### src/rtl/order_pkg.sv
// order_pkg: shared state encoding and default parameter values for the
// order-entry controller and its testbench.
// Contents: state_t (3-bit FSM encoding), DEF_* defaults, is_order_state().
package order_pkg;

  // Controller states; 3-bit encoding leaves code 7 unused (recovers to IDLE).
  typedef enum logic [2:0] {
    ST_IDLE    = 3'd0,
    ST_MAIN    = 3'd1,
    ST_SIDE    = 3'd2,
    ST_DRINK   = 3'd3,
    ST_SIZE    = 3'd4,
    ST_CONFIRM = 3'd5,
    ST_DONE    = 3'd6
  } state_t;

  // Default build-time values for the top-level parameters.
  localparam int DEF_OPT_W      = 2;
  localparam int DEF_PRICE_W    = 8;
  localparam int DEF_BASE_PRICE = 5;
  localparam int DEF_SIZE_STEP  = 3;
  localparam int DEF_TIMEOUT    = 16;
  localparam int DEF_CNT_W      = 8;

  // True for the states in which the inactivity timer runs (MAIN..CONFIRM).
  function automatic logic is_order_state(input state_t st);
    return (st != ST_IDLE) && (st != ST_DONE);
  endfunction

endpackage

### src/rtl/btn_edge.sv
// btn_edge: registers one push-button and flags its rising edge.
// Latency: o_edge is combinational from i_btn; the history register updates every clock.
// Backpressure: none; a held button produces exactly one edge.
// Ports: i_clk, i_reset (async, active-high), i_btn (raw button), o_edge (first-high cycle).
module btn_edge (
  input  logic i_clk,
  input  logic i_reset,
  input  logic i_btn,
  output logic o_edge
);

  logic r_q;

  always_ff @(posedge i_clk or posedge i_reset) begin
    if (i_reset) begin
      r_q <= 1'b0;
    end else begin
      r_q <= i_btn;
    end
  end

  assign o_edge = i_btn & ~r_q;

endmodule

### src/rtl/order_menu_fsm_p.sv
// order_menu_fsm_p: restaurant order-entry controller (main/side/drink/size, price, confirm).
// Latency: state and registered outputs change on the clock edge where a button is first seen high.
// Backpressure: none; button events outside their accepting state are dropped.
// Ports: i_clk, i_reset (async, active-high); i_pb_start/i_pb_ok/i_pb_cancel buttons,
//        i_opt option code; o_main_sel/o_side_sel/o_drink_sel/o_size_sel latched fields,
//        o_price, o_busy, o_order_valid/o_cancelled/o_timeout pulses, o_order_cnt.
module order_menu_fsm_p
  import order_pkg::*;
#(
  parameter int OPT_W      = DEF_OPT_W,
  parameter int PRICE_W    = DEF_PRICE_W,
  parameter int BASE_PRICE = DEF_BASE_PRICE,
  parameter int SIZE_STEP  = DEF_SIZE_STEP,
  parameter int TIMEOUT    = DEF_TIMEOUT,
  parameter int CNT_W      = DEF_CNT_W
) (
  input  logic               i_clk,
  input  logic               i_reset,
  input  logic               i_pb_start,
  input  logic               i_pb_ok,
  input  logic               i_pb_cancel,
  input  logic [OPT_W-1:0]   i_opt,
  output logic [OPT_W-1:0]   o_main_sel,
  output logic [OPT_W-1:0]   o_side_sel,
  output logic [OPT_W-1:0]   o_drink_sel,
  output logic [OPT_W-1:0]   o_size_sel,
  output logic [PRICE_W-1:0] o_price,
  output logic               o_busy,
  output logic               o_order_valid,
  output logic               o_cancelled,
  output logic               o_timeout,
  output logic [CNT_W-1:0]   o_order_cnt
);

  localparam int TMR_W = $clog2(TIMEOUT);
  localparam int SUM_W = PRICE_W + OPT_W + 2;
  localparam logic [SUM_W-1:0] SAT_LIM = {{(SUM_W-PRICE_W){1'b0}}, {PRICE_W{1'b1}}};
  localparam logic [TMR_W-1:0] TMR_LAST = TMR_W'(TIMEOUT - 1);

  // Registered state
  state_t             r_state;
  logic [OPT_W-1:0]   r_main, r_side, r_drink, r_size;
  logic [PRICE_W-1:0] r_price;
  logic [CNT_W-1:0]   r_cnt;
  logic [TMR_W-1:0]   r_timer;
  logic               r_valid, r_canc, r_to;

  // Next-state values
  state_t             w_nxt_state;
  logic [OPT_W-1:0]   w_nxt_main, w_nxt_side, w_nxt_drink, w_nxt_size;
  logic [PRICE_W-1:0] w_nxt_price;
  logic [CNT_W-1:0]   w_nxt_cnt;
  logic [TMR_W-1:0]   w_nxt_timer;
  logic               w_nxt_valid, w_nxt_canc, w_nxt_to;
  logic               w_do_cancel;

  // Button edges and prioritised events
  logic w_e_start, w_e_ok, w_e_cancel;
  logic w_start_ev, w_ok_ev, w_cancel_ev;
  logic w_tmr_exp;

  // Price datapath
  logic [SUM_W-1:0]   w_sum;
  logic [PRICE_W-1:0] w_price_new;

  btn_edge u_edge_start  (.i_clk(i_clk), .i_reset(i_reset), .i_btn(i_pb_start),  .o_edge(w_e_start));
  btn_edge u_edge_ok     (.i_clk(i_clk), .i_reset(i_reset), .i_btn(i_pb_ok),     .o_edge(w_e_ok));
  btn_edge u_edge_cancel (.i_clk(i_clk), .i_reset(i_reset), .i_btn(i_pb_cancel), .o_edge(w_e_cancel));

  // cancel > ok > start: a lower-priority edge in the same cycle is discarded,
  // even when the winning event is itself ignored by the current state.
  assign w_cancel_ev = w_e_cancel;
  assign w_ok_ev     = w_e_ok & ~w_e_cancel;
  assign w_start_ev  = w_e_start & ~w_e_ok & ~w_e_cancel;

  assign w_tmr_exp = (r_timer == TMR_LAST);

  // Price uses the size code being accepted this cycle (i_opt), since the
  // size field itself only updates on the same edge the price is captured.
  always_comb begin
    w_sum = SUM_W'(BASE_PRICE) + SUM_W'(r_main) + SUM_W'(r_side) + SUM_W'(r_drink)
          + SUM_W'(i_opt) * SUM_W'(SIZE_STEP);
    if (w_sum > SAT_LIM) begin
      w_price_new = {PRICE_W{1'b1}};
    end else begin
      w_price_new = w_sum[PRICE_W-1:0];
    end
  end

  always_comb begin
    w_nxt_state = r_state;
    w_nxt_main  = r_main;
    w_nxt_side  = r_side;
    w_nxt_drink = r_drink;
    w_nxt_size  = r_size;
    w_nxt_price = r_price;
    w_nxt_cnt   = r_cnt;
    w_nxt_valid = 1'b0;
    w_nxt_canc  = 1'b0;
    w_nxt_to    = 1'b0;
    w_do_cancel = 1'b0;

    case (r_state)
      ST_IDLE: begin
        if (w_start_ev) begin
          w_nxt_state = ST_MAIN;
        end
      end

      ST_MAIN, ST_SIDE, ST_DRINK, ST_SIZE: begin
        if (w_cancel_ev) begin
          w_do_cancel = 1'b1;
        end else if (w_ok_ev) begin
          case (r_state)
            ST_MAIN: begin
              w_nxt_main  = i_opt;
              w_nxt_state = ST_SIDE;
            end
            ST_SIDE: begin
              w_nxt_side  = i_opt;
              w_nxt_state = ST_DRINK;
            end
            ST_DRINK: begin
              w_nxt_drink = i_opt;
              w_nxt_state = ST_SIZE;
            end
            default: begin
              w_nxt_size  = i_opt;
              w_nxt_price = w_price_new;
              w_nxt_state = ST_CONFIRM;
            end
          endcase
        end else if (w_tmr_exp) begin
          w_do_cancel = 1'b1;
          w_nxt_to    = 1'b1;
        end
      end

      ST_CONFIRM: begin
        if (w_cancel_ev) begin
          w_do_cancel = 1'b1;
        end else if (w_ok_ev) begin
          w_nxt_state = ST_DONE;
          w_nxt_valid = 1'b1;
          w_nxt_cnt   = r_cnt + CNT_W'(1);
        end else if (w_start_ev) begin
          // Edit: fields keep their values until re-accepted.
          w_nxt_state = ST_MAIN;
        end else if (w_tmr_exp) begin
          w_do_cancel = 1'b1;
          w_nxt_to    = 1'b1;
        end
      end

      ST_DONE: begin
        w_nxt_state = ST_IDLE;
      end

      default: begin
        w_nxt_state = ST_IDLE;
      end
    endcase

    if (w_do_cancel) begin
      w_nxt_state = ST_IDLE;
      w_nxt_main  = '0;
      w_nxt_side  = '0;
      w_nxt_drink = '0;
      w_nxt_size  = '0;
      w_nxt_price = '0;
      w_nxt_canc  = 1'b1;
    end

    // Every accepted event changes state, so a state change is the reload condition.
    if (is_order_state(r_state) && (w_nxt_state == r_state)) begin
      w_nxt_timer = r_timer + TMR_W'(1);
    end else begin
      w_nxt_timer = '0;
    end
  end

  always_ff @(posedge i_clk or posedge i_reset) begin
    if (i_reset) begin
      r_state <= ST_IDLE;
      r_main  <= '0;
      r_side  <= '0;
      r_drink <= '0;
      r_size  <= '0;
      r_price <= '0;
      r_cnt   <= '0;
      r_timer <= '0;
      r_valid <= 1'b0;
      r_canc  <= 1'b0;
      r_to    <= 1'b0;
    end else begin
      r_state <= w_nxt_state;
      r_main  <= w_nxt_main;
      r_side  <= w_nxt_side;
      r_drink <= w_nxt_drink;
      r_size  <= w_nxt_size;
      r_price <= w_nxt_price;
      r_cnt   <= w_nxt_cnt;
      r_timer <= w_nxt_timer;
      r_valid <= w_nxt_valid;
      r_canc  <= w_nxt_canc;
      r_to    <= w_nxt_to;
    end
  end

  assign o_main_sel    = r_main;
  assign o_side_sel    = r_side;
  assign o_drink_sel   = r_drink;
  assign o_size_sel    = r_size;
  assign o_price       = r_price;
  assign o_busy        = (r_state != ST_IDLE);
  assign o_order_valid = r_valid;
  assign o_cancelled   = r_canc;
  assign o_timeout     = r_to;
  assign o_order_cnt   = r_cnt;

endmodule

### config.mk
export PLATFORM = sky130hd
export DESIGN_NAME = order_menu_fsm_p
export DESIGN_NICKNAME = d
export VERILOG_FILES = /design/src/rtl/order_pkg.sv /design/src/rtl/btn_edge.sv /design/src/rtl/order_menu_fsm_p.sv
export SDC_FILE = /design/constraint.sdc
export NUM_CORES = 1
export LEC_CHECK = 0
export CAP_MARGIN = 20
export CORE_UTILIZATION = 52
export CTS_CLUSTER_DIAMETER = 80
export DETAILED_ROUTE_END_ITERATION = 10
export HOLD_SLACK_MARGIN = 0.05
export PLACE_DENSITY = 0.79
export SYNTH_ARGS = -nofsm -noshare
export SYNTH_HDL_FRONTEND = slang
export SYNTH_SLANG_ARGS = --single-unit
### constraint.sdc
create_clock -name i_clk -period 3.82 [get_ports i_clk]
set_input_delay 1.146 -clock i_clk [delete_from_list [all_inputs] [get_ports i_clk]]
set_output_delay 1.146 -clock i_clk [all_outputs]
set_load 0.02 [all_outputs]
---- Word-level counts from Yosys, hierarchy flattened ----
Cells that the tools add are included.
cells by class
  eq/ne operators ......................... 10
  bitwise operators ....................... 11
  reductions and logical operators ........ 16
  muxes and demuxes ....................... 49
  $mul .................................... 1
  magnitude comparators ................... 1
  add/subtract/negate cells ............... 6
operators with widths
  cell                                                                   count
  8-bit 2-to-1 mux                                                       6
  2-bit 2-to-1 mux                                                       20
  3-bit 2-to-1 mux                                                       6
  3-bit one-hot mux with 3 select lines                                  2
  4-bit AND reduction                                                    4
  1-bit 2-to-1 mux                                                       12
  2-bit nonzero test                                                     5
  8-bit by 1-bit adder with 8-bit output, second input constant          1
  7-bit by 8-bit > comparator with 1-bit output, second input constant   1
  6-bit by 4-bit adder with 7-bit output                                 1
  5-bit by 2-bit adder with 6-bit output                                 1
  1-bit bitwise AND                                                      6
  3-bit by 2-bit equality test with 1-bit output, second input constant  2
  3-bit equality test, second input constant                             2
  4-bit by 2-bit adder with 5-bit output                                 1
  1-bit NOT                                                              5
  3-bit by 2-bit adder with 4-bit output, first input constant           1
  4-bit by 1-bit adder with 4-bit output, second input constant          1
  4-bit equality test, second input constant                             1
  2-bit by 2-bit multiplier with 4-bit output, second input constant     1
  4-bit 2-to-1 mux                                                       1
  1-bit one-hot mux with 2 select lines                                  2
  4-bit OR reduction                                                     1
  3-bit by 1-bit equality test with 1-bit output, second input constant  1
  9 further kinds                                                        10
storage, ports and cells
  flip-flop bits (word level) ............. 37
  input port bits ......................... 7
  output and inout port bits .............. 28

---- Depth between registers and ports, before layout ----
Gate-level depths: netlist (run 1).
  word-level depth ........................ 13
  depth in mapped cells ................... 11
  mapped depth without buffers ............ 11

---- Cells and area by module ----
From an unflattened synthesis (run 1), not the netlist that was laid out.
second synthesis, totals
  cells, all modules ...................... 181
  area total of the unflattened synthesis .. 2045.7 um^2
modules (own cells, without submodules)
  module            cells an instance  area an instance (um^2)  times used  sequential area each (um^2)
  order_menu_fsm_p  172                1918.1                   1           800.8
  btn_edge          3                  42.5                     3           25.0

---- Worst setup path before layout (run 1) ----
OpenSTA, ideal clock, no wires.
  path type ............................... input-to-reg
  from .................................... in i_opt[0]
  to ...................................... reg r_price[5], in the netlist o_price[5]
  arrival ................................. 3658 ps
  stages on the path ...................... 11
  data required time ...................... 3701 ps
  setup time .............................. 119 ps
  path slack .............................. 44 ps
  cell sequence ........................... fa_1 -> fa_1 -> inv_1 -> fa_1 -> inv_1 -> ha_1 -> fa_1 -> a21oi_1 -> nor2_1 -> mux2i_1 -> nor2_1
between the ends
  word-level cells in the longest chain between the ends .. 9
RTL lines
  element                                          RTL line                 text
  from (decl)                                      order_menu_fsm_p.sv:22   input logic [OPT_W-1:0] i_opt,
  2-bit by 2-bit multiplier with 4-bit output (*)  order_menu_fsm_p.sv:82   + SUM_W'(i_opt) * SUM_W'(SIZE_STEP);
  6-bit by 4-bit adder with 7-bit output (*)       order_menu_fsm_p.sv:82
  7-bit by 8-bit > comparator with 1-bit output    order_menu_fsm_p.sv:83   if (w_sum > SAT_LIM) begin
  8-bit 2-to-1 mux (*)                             order_menu_fsm_p.sv:83
  8-bit 2-to-1 mux (*)                             order_menu_fsm_p.sv:114  case (r_state)
  8-bit 2-to-1 mux (*)                             order_menu_fsm_p.sv:113  end else if (w_ok_ev) begin
  8-bit 2-to-1 mux (*)                             order_menu_fsm_p.sv:111  if (w_cancel_ev) begin
  8-bit 2-to-1 mux (*)                             order_menu_fsm_p.sv:103  case (r_state)
  8-bit 2-to-1 mux (*)                             order_menu_fsm_p.sv:164  if (w_do_cancel) begin
  to (signal assigned)                             order_menu_fsm_p.sv:201  r_price <= w_nxt_price;
  to (decl)                                        order_menu_fsm_p.sv:43   logic [PRICE_W-1:0] r_price;
Mark *: on every way between the ends. The rest lies on a longest branch, timed or not. The select of a mux whose other input is x is not followed.
A chain may end at the register's enable or synchronous reset.

---- Worst setup path after layout (run 1) ----
Ends and elaborated chain as after synthesis.

==> reports/summary.md, run 1 <==
After detailed routing, the average wire length per cell comes to 14.6 um. By startpoint and endpoint, the worst setup path is classified as in -> reg. At the worst endpoint, the required time is 3.98 ns. Subtracting the final worst setup slack from the clock period gives 3.65 ns. The run finished with clean final reports. The kind of cell with the highest combined delay along the critical path is adder cells. The first global-routing pass estimated 6.90 mm of wire. The tools report the startpoint of the most critical hold path as o_order_cnt[7]. Summing every instance area after synthesis gives 1950 sq um. The synthesized design contains 35 register bits. The post-layout utilization of the core was 69.8%. The via count of the first global-routing pass was 1498. The critical path starts at i_opt[0]. In this run the deepest clock path goes through 2 buffers. Layout overhead on the synthesized area: 23.9%. Measured in cells, the most critical reg-to-reg path has a length of 11. The worst-case IR drop observed on VDD is 0.326 mV. Launching element type of the critical path: an input pin. The cell at the root of the clock tree is clkbuf_8. The sum of routed wire length over all layers was 3.84 mm; the hold path depth was 1. For the number of rows created at floorplan, the log shows 21.

The logs give 35 for the boundary pin count and 4 for the number of detailed-route iterations in the first pass. Of all nets on the critical path, the largest fanout is 2. The initial utilization of the core area, before any placement, comes to 56.3%.

Detailed placement finished with a half-perimeter wire length of 2.87 mm. CTS built an H-tree with a depth of 2. Measured along the x axis, the die boundary spans 63.3 um. The element type at the critical path end was a flop.

Setup slack on the worst reg-to-reg path comes out at 0.74 ns. The run gives 0 as the final-report max-slew violation count. Synthesis instantiated 42 different standard cells from the library.

The switching share of total power is 38.8%. The net count of the finished layout is 237. The post-route netlist has 16.1% of its cells at a drive strength greater than 1. For the number of maximum-capacitance constraint violations, the log shows 0. Leaving out fill and tap cells, the most frequent cell in the layout is dfrtp_1. Setup repair after global routing left no endpoint under its margin. The timing-limited maximum frequency was 274 MHz. The die covers 4010 sq um.

The static leakage came out at 1.11 nW. Traced cell by cell, the critical path runs through clkbuf_2 -> fa_1 -> fa_1 -> inv_1 -> fa_1 -> inv_1 -> ha_2 -> fa_2 -> a21oi_2 -> nor2_1 -> mux2i_1 -> nor2_1. The total DRC errors in the routed layout is 0. For the synthesized instance count, the log shows 179. The slowest stage of the critical path is the fa_1 cell. Entering global routing, the biggest net connects 36 pins. For this run, the register share of the synthesized area comes to 44.8%. Using the TritonRoute via totals, the vias-per-cell ratio works out to 5.29. TritonCTS built the clock tree. Registers are responsible for 34.1% of the overall power. The layout filler cell count is 288, and the transition time of the tightest slew-check pin is 0.520 ns. Clock-pin slew was measured on the worst setup and hold paths at 0.07 ns. In this run the mean area of a mapped cell was 10.9 sq um. For this design the total switching power over the nets is 613 uW. Summed over all layers, the global routing overflow is 0.

In this run the critical register-to-register path is captured at o_price[5]. The internal portion of the total power is 966 uW. The most numerous cell on the critical path is fa_1. For this design, the CTS-stage hold fixing added 0 buffers. In this run the post-CTS setup repair buffer count came out at 0.

Clock skew on the completed layout was measured at 0.00670 ns. Headroom to the max-slew limit came out at 65.3%. The run gives 0 as the residual antenna-violating net count after detailed routing. The total number of yosys warnings was 0. Clock tree synthesis inserted a total of 5 buffers. The tools report the initial antenna violation count as 0.

The class of the most critical hold timing path is reg -> reg. Across all layers, the routed design uses 1390 vias. The logs give 0 for the number of antenna repair diodes and 35 for the number of clock sinks. In this run, the number of DRC markers left after iteration 0 of detailed routing was 48.

Routability-driven placement finished with a final weighted congestion of 0.874. Of the available clock period, the critical path in the final layout requires 95.7%. The worst register-to-register path begins at o_main_sel[1]. The synthesized design contains 0 enable-type register cells.

The number of endpoints with negative hold slack in the final report is 0. The later pin in the worst-skew pair is clocked with a latency of 0.29 ns. Counting flops with an async set or reset pin after synthesis yields a share of 100%. The number of input and output port buffers inserted is 32. The count of final setup violators was 0. The y dimension of the die is 63.3 um. On the worst path, the slowest cell contributes a delay of 0.53 ns. For hold timing, the worst endpoint is o_order_cnt[7]. The combinational fraction of design power came out at 44.9%. The prevailing post-synth register cell was dfrtp_1.

The cell area power density was 652 nW/um^2; the buffers plus inverters on the worst setup path was 3. The setup TNS is 0 ns. Leaving out fill and tap cells, the most frequent cells in the layout are 35 x dfrtp_1, 30 x clkdlybuf4s50_1, 17 x inv_1, 17 x nor2_1, 12 x mux2i_1. Data arrives at the worst endpoint at 3.81 ns. The logs give 3470 sq um for the floorplan core area and 21.0% for the clock network fraction of design power. For this run, the total global-route usage over all layers was measured as 22.2%.
flip-flops by register name, indices dropped and copies added, names as in the netlist:
register           count
o_order_cnt            8
o_price                6
r_timer                4
r_state                3
o_drink_sel            2
o_main_sel             2
o_side_sel             2
o_size_sel             2
o_cancelled            1
o_order_valid          1
o_timeout              1
u_edge_cancel.r_q      1
u_edge_ok.r_q          1
u_edge_start.r_q       1
power groups by stage:
| stage | sequential [mW] | combinational, mW | clock (mW) |
|---|---|---|---|
| 2_1_floorplan | 0.560 | 0.431 | 0 |
| 4_1_cts | 0.538 | 0.713 | 0.341 |
| 3_3_place_gp | 0.538 | 0.663 | 0 |
| 6_report | 0.538 | 0.710 | 0.331 |
| 3_5_place_dp | 0.544 | 0.696 | 0 |
| 5_1_grt | 0.551 | 0.787 | 0.357 |
final cells by class:
type	count	area (sq um)	area share, %
Sequential cell	35	876	36.2
Clock inverter	3	43.8	1.81
Inverter	17	63.8	2.64
Multi-Input combinational cell	119	956	39.5
Timing Repair Buffer	38	355	14.7
Clock buffer	5	68.8	2.84
Tap cell	46	57.6	2.38
worst max path at each step:
stage / cells after the start / to / slack (ns)
2_1_floorplan: 11 / o_price[5] / 0.04
3_3_place_gp: 12 / o_price[5] / -0.51
3_5_place_dp: 12 / o_price[5] / -0.59
4_1_cts: 12 / o_price[5] / 0.009
5_1_grt: 12 / o_price[5] / 0.03
6_report: 12 / o_price[5] / 0.17
timing repair:
item                       CTS  global route
gates resized for setup      6             3
pin swaps                    4             5
setup endpoints to repair    4             3
stage by stage:
step	power [mW]	std cells	area [sq um]	setup slack, ns	hold WS (ns)
after floorplan	0.991	180	1960	0.0439	0.432
after global routing	1.69	263	2420	0.0316	0.499
after detailed placement	1.24	255	2310	-0.594	0.467
after global placement	1.20	255	2310	-0.508	0.445
final	1.58	263	2420	0.165	0.485
after CTS	1.59	263	2430	0.00912	0.478
routing by layer:
metal,GRT usage (%),wire (um),vias up
li1,-,-,672
met5,0,0,-
met1,27.9,1700,677
met4,7.95,47,0
met2,36.6,1970,34
met3,6.16,127,7
synthesized netlist by cell type, types with 2 or more instances:
cell	n	area [sq um]
nand3_1	4	20.0
a21oi_1	9	45.0
ha_1	9	113
mux2i_1	12	120
nand2b_1	2	12.5
mux2_2	2	22.5
or3_1	2	12.5
nand3_2	2	20.0
xnor2_1	6	52.6
nand2_1	7	26.3
inv_1	17	63.8
fa_1	5	100
o21ai_0	6	30.0
dfrtp_1	35	876
buf_6	3	33.8
buf_2	3	15.0
nor3_1	5	25.0
buf_4	3	22.5
nor2b_1	2	12.5
xor2_1	5	43.8
nand4_1	3	18.8
nor2_1	17	63.8
cells by family after synthesis:
| kind of cell | after synthesis | share of synthesized area, % |
|---|---|---|
| DFF | 35 | 44.8 |
| muxes | 14 | 7.30 |
| buffers and inverters | 26 | 6.91 |
| other | 1 | 0.192 |
| AOI/OAI and AO/OA | 22 | 7.94 |
| adders and majority gates | 14 | 10.9 |
| xor gates and xnor gates | 11 | 4.93 |
| and+or+nand+nor | 56 | 17.0 |
No activity file was read; power rests on OpenSTA's default activity.
==> run 2, diff against run 1 <==
--- a/config.mk
+++ b/config.mk
@@ -5,12 +5,14 @@
 export SDC_FILE = /design/constraint.sdc
 export NUM_CORES = 1
 export LEC_CHECK = 0
+export ABC_CLOCK_PERIOD_IN_PS = 3820
 export CAP_MARGIN = 20
 export CORE_UTILIZATION = 52
 export CTS_CLUSTER_DIAMETER = 80
 export DETAILED_ROUTE_END_ITERATION = 10
+export GPL_TIMING_DRIVEN = 0
 export HOLD_SLACK_MARGIN = 0.05
-export PLACE_DENSITY = 0.79
+export PLACE_DENSITY_LB_ADDON = 0.3
 export SYNTH_ARGS = -nofsm -noshare
 export SYNTH_HDL_FRONTEND = slang
 export SYNTH_SLANG_ARGS = --single-unit
==> reports/summary.md, run 2 (synthesized netlist as in run 1, its figures left out) <==
The run finished with clean final reports. After detailed routing, the average wire length per cell comes to 14.8 um. CTS placed an instance of clkbuf_8 at the clock tree root. The critical path data required time was 4.03 ns; the routed via count divided by cell count was 5.46.

The clock period could shrink to 3.77 ns. The tools report the element type at the critical path end as a flop. The boundary pin count is 35.

The tree built by TritonCTS fans out to 35 sinks. The number of H-tree levels is 2. The final-report max-slew violation count was 0; the horizontal extent of the die was 63.3 um. Data on the critical path arrives at its endpoint at 3.98 ns. STA classifies the critical path startpoint as an input pin. Row generation in the floorplan step produced 21 rows. At the pin with the least slew margin, the transition time is 0.639 ns.

The logs give 1496 for the via count of the first global-routing pass and 624 uW for the power spent charging and discharging nets. The run gives 0.30 ns as the insertion delay to the later sink of the worst-skew pair. At the end of the flow, the number of nets in the layout was 241. Number of endpoints with negative hold slack in the final report: 0. In this run switching power makes up 39.3% of total power.

After global routing the overflow that remains totals 0. The tools report the sum of routed wire length over all layers as 3.95 mm. In the layout the commonest cells are 35 x dfrtp_1, 30 x clkdlybuf4s50_1, 17 x inv_1, 17 x nor2_1, 12 x mux2i_1.

The initial utilization of the core area, before any placement, comes to 56.3%. The worst path meets setup with 0.0506 ns of slack. From bottom edge to top edge, the die measures 63.3 um. The share of final-layout standard cells stronger than drive strength 1 is 18.1%, and the die footprint is 4010 sq um. For this block, the via count after detailed routing is 1457.

Setup repair after global routing left no endpoint under its margin. The tools report the number of detailed-route iterations in the first pass as 4. Combinational cells account for 46.9% of the total power.

The critical-path maximum fanout is 6, and the number of maximum-capacitance constraint violations is 0. TritonCTS built the clock tree. The floorplan step defined a core boundary enclosing 3470 sq um. During placement, the flow inserted port buffers numbering 32.

The clock network is responsible for 21.3% of the overall power. The internal portion of the total power is 963 uW. Of the total power, registers draw 31.8%.

The flip-flop count of the largest register, all copies and words added is 8, and the count of final setup violators is 0. The initial antenna violation count is 0. For the final database, setup skew stands at 0.00783 ns.

The worst-case setup slack after placement came out at -0.682 ns. The cell area power density was 638 nW/um^2. The first global-routing pass estimated 6.86 mm of wire. The layout has 266 filler cells. The total routing resource utilization after global routing came out at 22.7%. Relative to the synthesized area, the layout overhead comes to 27.1%.

The kind of critical path is in -> reg. The tightest min-delay check is of the reg -> reg type. The TritonCTS buffer count is 5, and the final weighted congestion in routability-driven placement is 0.890. Clock-pin slew was measured on the worst setup and hold paths at 0.07 ns. The maximum number of pins on one net before global-route repair was 23; the maximum root-to-sink buffer count was 2. The final critical path takes up 98.7% of the cycle. The run gives 0 as the total DRC errors in the routed layout.

The residual antenna-violating net count after detailed routing came out at 0. The logs give 0 for the post-cts hold buffer count and 0 for the number of antenna repair diodes. Cells fill 71.6% of the core in the end. The logs give 1.15 nW for the static leakage and 0.445 mV for the maximum vdd drop. The timing-limited maximum frequency is 265 MHz, and the headroom to the max-slew limit is 57.4%.

In this run, the number of DRC markers left after iteration 0 of detailed routing was 39. Final HPWL from detailed placement: 2.95 mm. The most common cell after layout, fill and taps aside is dfrtp_1. In this run the post-CTS setup repair buffer count came out at 0.
[run 2: cell types whose count changed in the layout (fill, tap and decap cells not counted), sizes merged]
cell           delta
clkbuf            -1
buf               +4
clkdlybuf4s15     +1
[run 2: power by group through the flow]
stage / clock [mW] / combinational (mW) / sequential, mW
2_1_floorplan: 0 / 0.431 / 0.560
3_3_place_gp: 0 / 0.679 / 0.505
3_5_place_dp: 0 / 0.719 / 0.511
4_1_cts: 0.345 / 0.735 / 0.506
5_1_grt: 0.357 / 0.823 / 0.516
6_report: 0.338 / 0.744 / 0.504
[run 2: path summary, 6_finish.rpt]
kind | cells past startpoint | to | slack [ns] | from
max in group asynchronous | 3 | r_timer[3] | 2.07 | i_reset
min in group asynchronous | 2 | o_price[2] | 1.23 | i_reset
setup reg to reg | 11 | o_price[4] | 0.68 | o_main_sel[1]
hold / removal | 1 | r_timer[0] | 0.47 | r_timer[0]
hold reg to reg | 1 | r_timer[0] | 0.47 | r_timer[0]
setup / recovery | 12 | o_price[4] | 0.05 | i_opt[1]
[run 2: worst max-delay path: stages]
cell	delay, ns
clkdlybuf4s15_2	0.24
fa_1	0.46
fa_1	0.49
inv_1	0.06
fa_1	0.40
inv_1	0.12
ha_1	0.24
a21o_1	0.19
a21oi_2	0.15
xor2_1	0.16
o21ai_0	0.13
mux2i_1	0.19
[run 2: final cells by class]
type                       count  area (sq um)  area share (%)
inverter                      17          63.8            2.57
clock inverter                 3          43.8            1.76
buffer                         9          71.3            2.87
clock buffer                   5          68.8            2.77
tap                           46          57.6            2.32
multi-input combinational    119           960            38.6
timing repair buffer          33           344            13.8
sequential                    35           876            35.2
[run 2: stage by stage]
stage	hold slack (ns)	TNS [ns]	std cells	area [sq um]	total power [mW]
finish	0.471	0	267	2480	1.59
global route	0.503	0	267	2480	1.70
CTS	0.476	0	267	2480	1.59
detailed placement	0.464	-2.52	259	2360	1.23
global placement	0.445	-2.22	258	2340	1.18
floorplan	0.432	0	180	1960	0.991
[run 2: repair_timing]
action / in CTS / in global routing
endpoints found under the setup margin: 4 / 4
pin swaps: 1 / 2
hold endpoints to repair: 0 / 0
resized for setup: 6 / 5
[run 2: routing by layer]
layer  wire length (um)  vias to the layer above  GRT usage, %  share of wire [%]
met4                104                        0          11.1                2.6
met3                163                       11          5.98                4.1
met1               1670                      728          27.6                 42
met2               2010                       38          37.4                 51
met5                  0                        -             0                  0
li1                   -                      680             -                  -
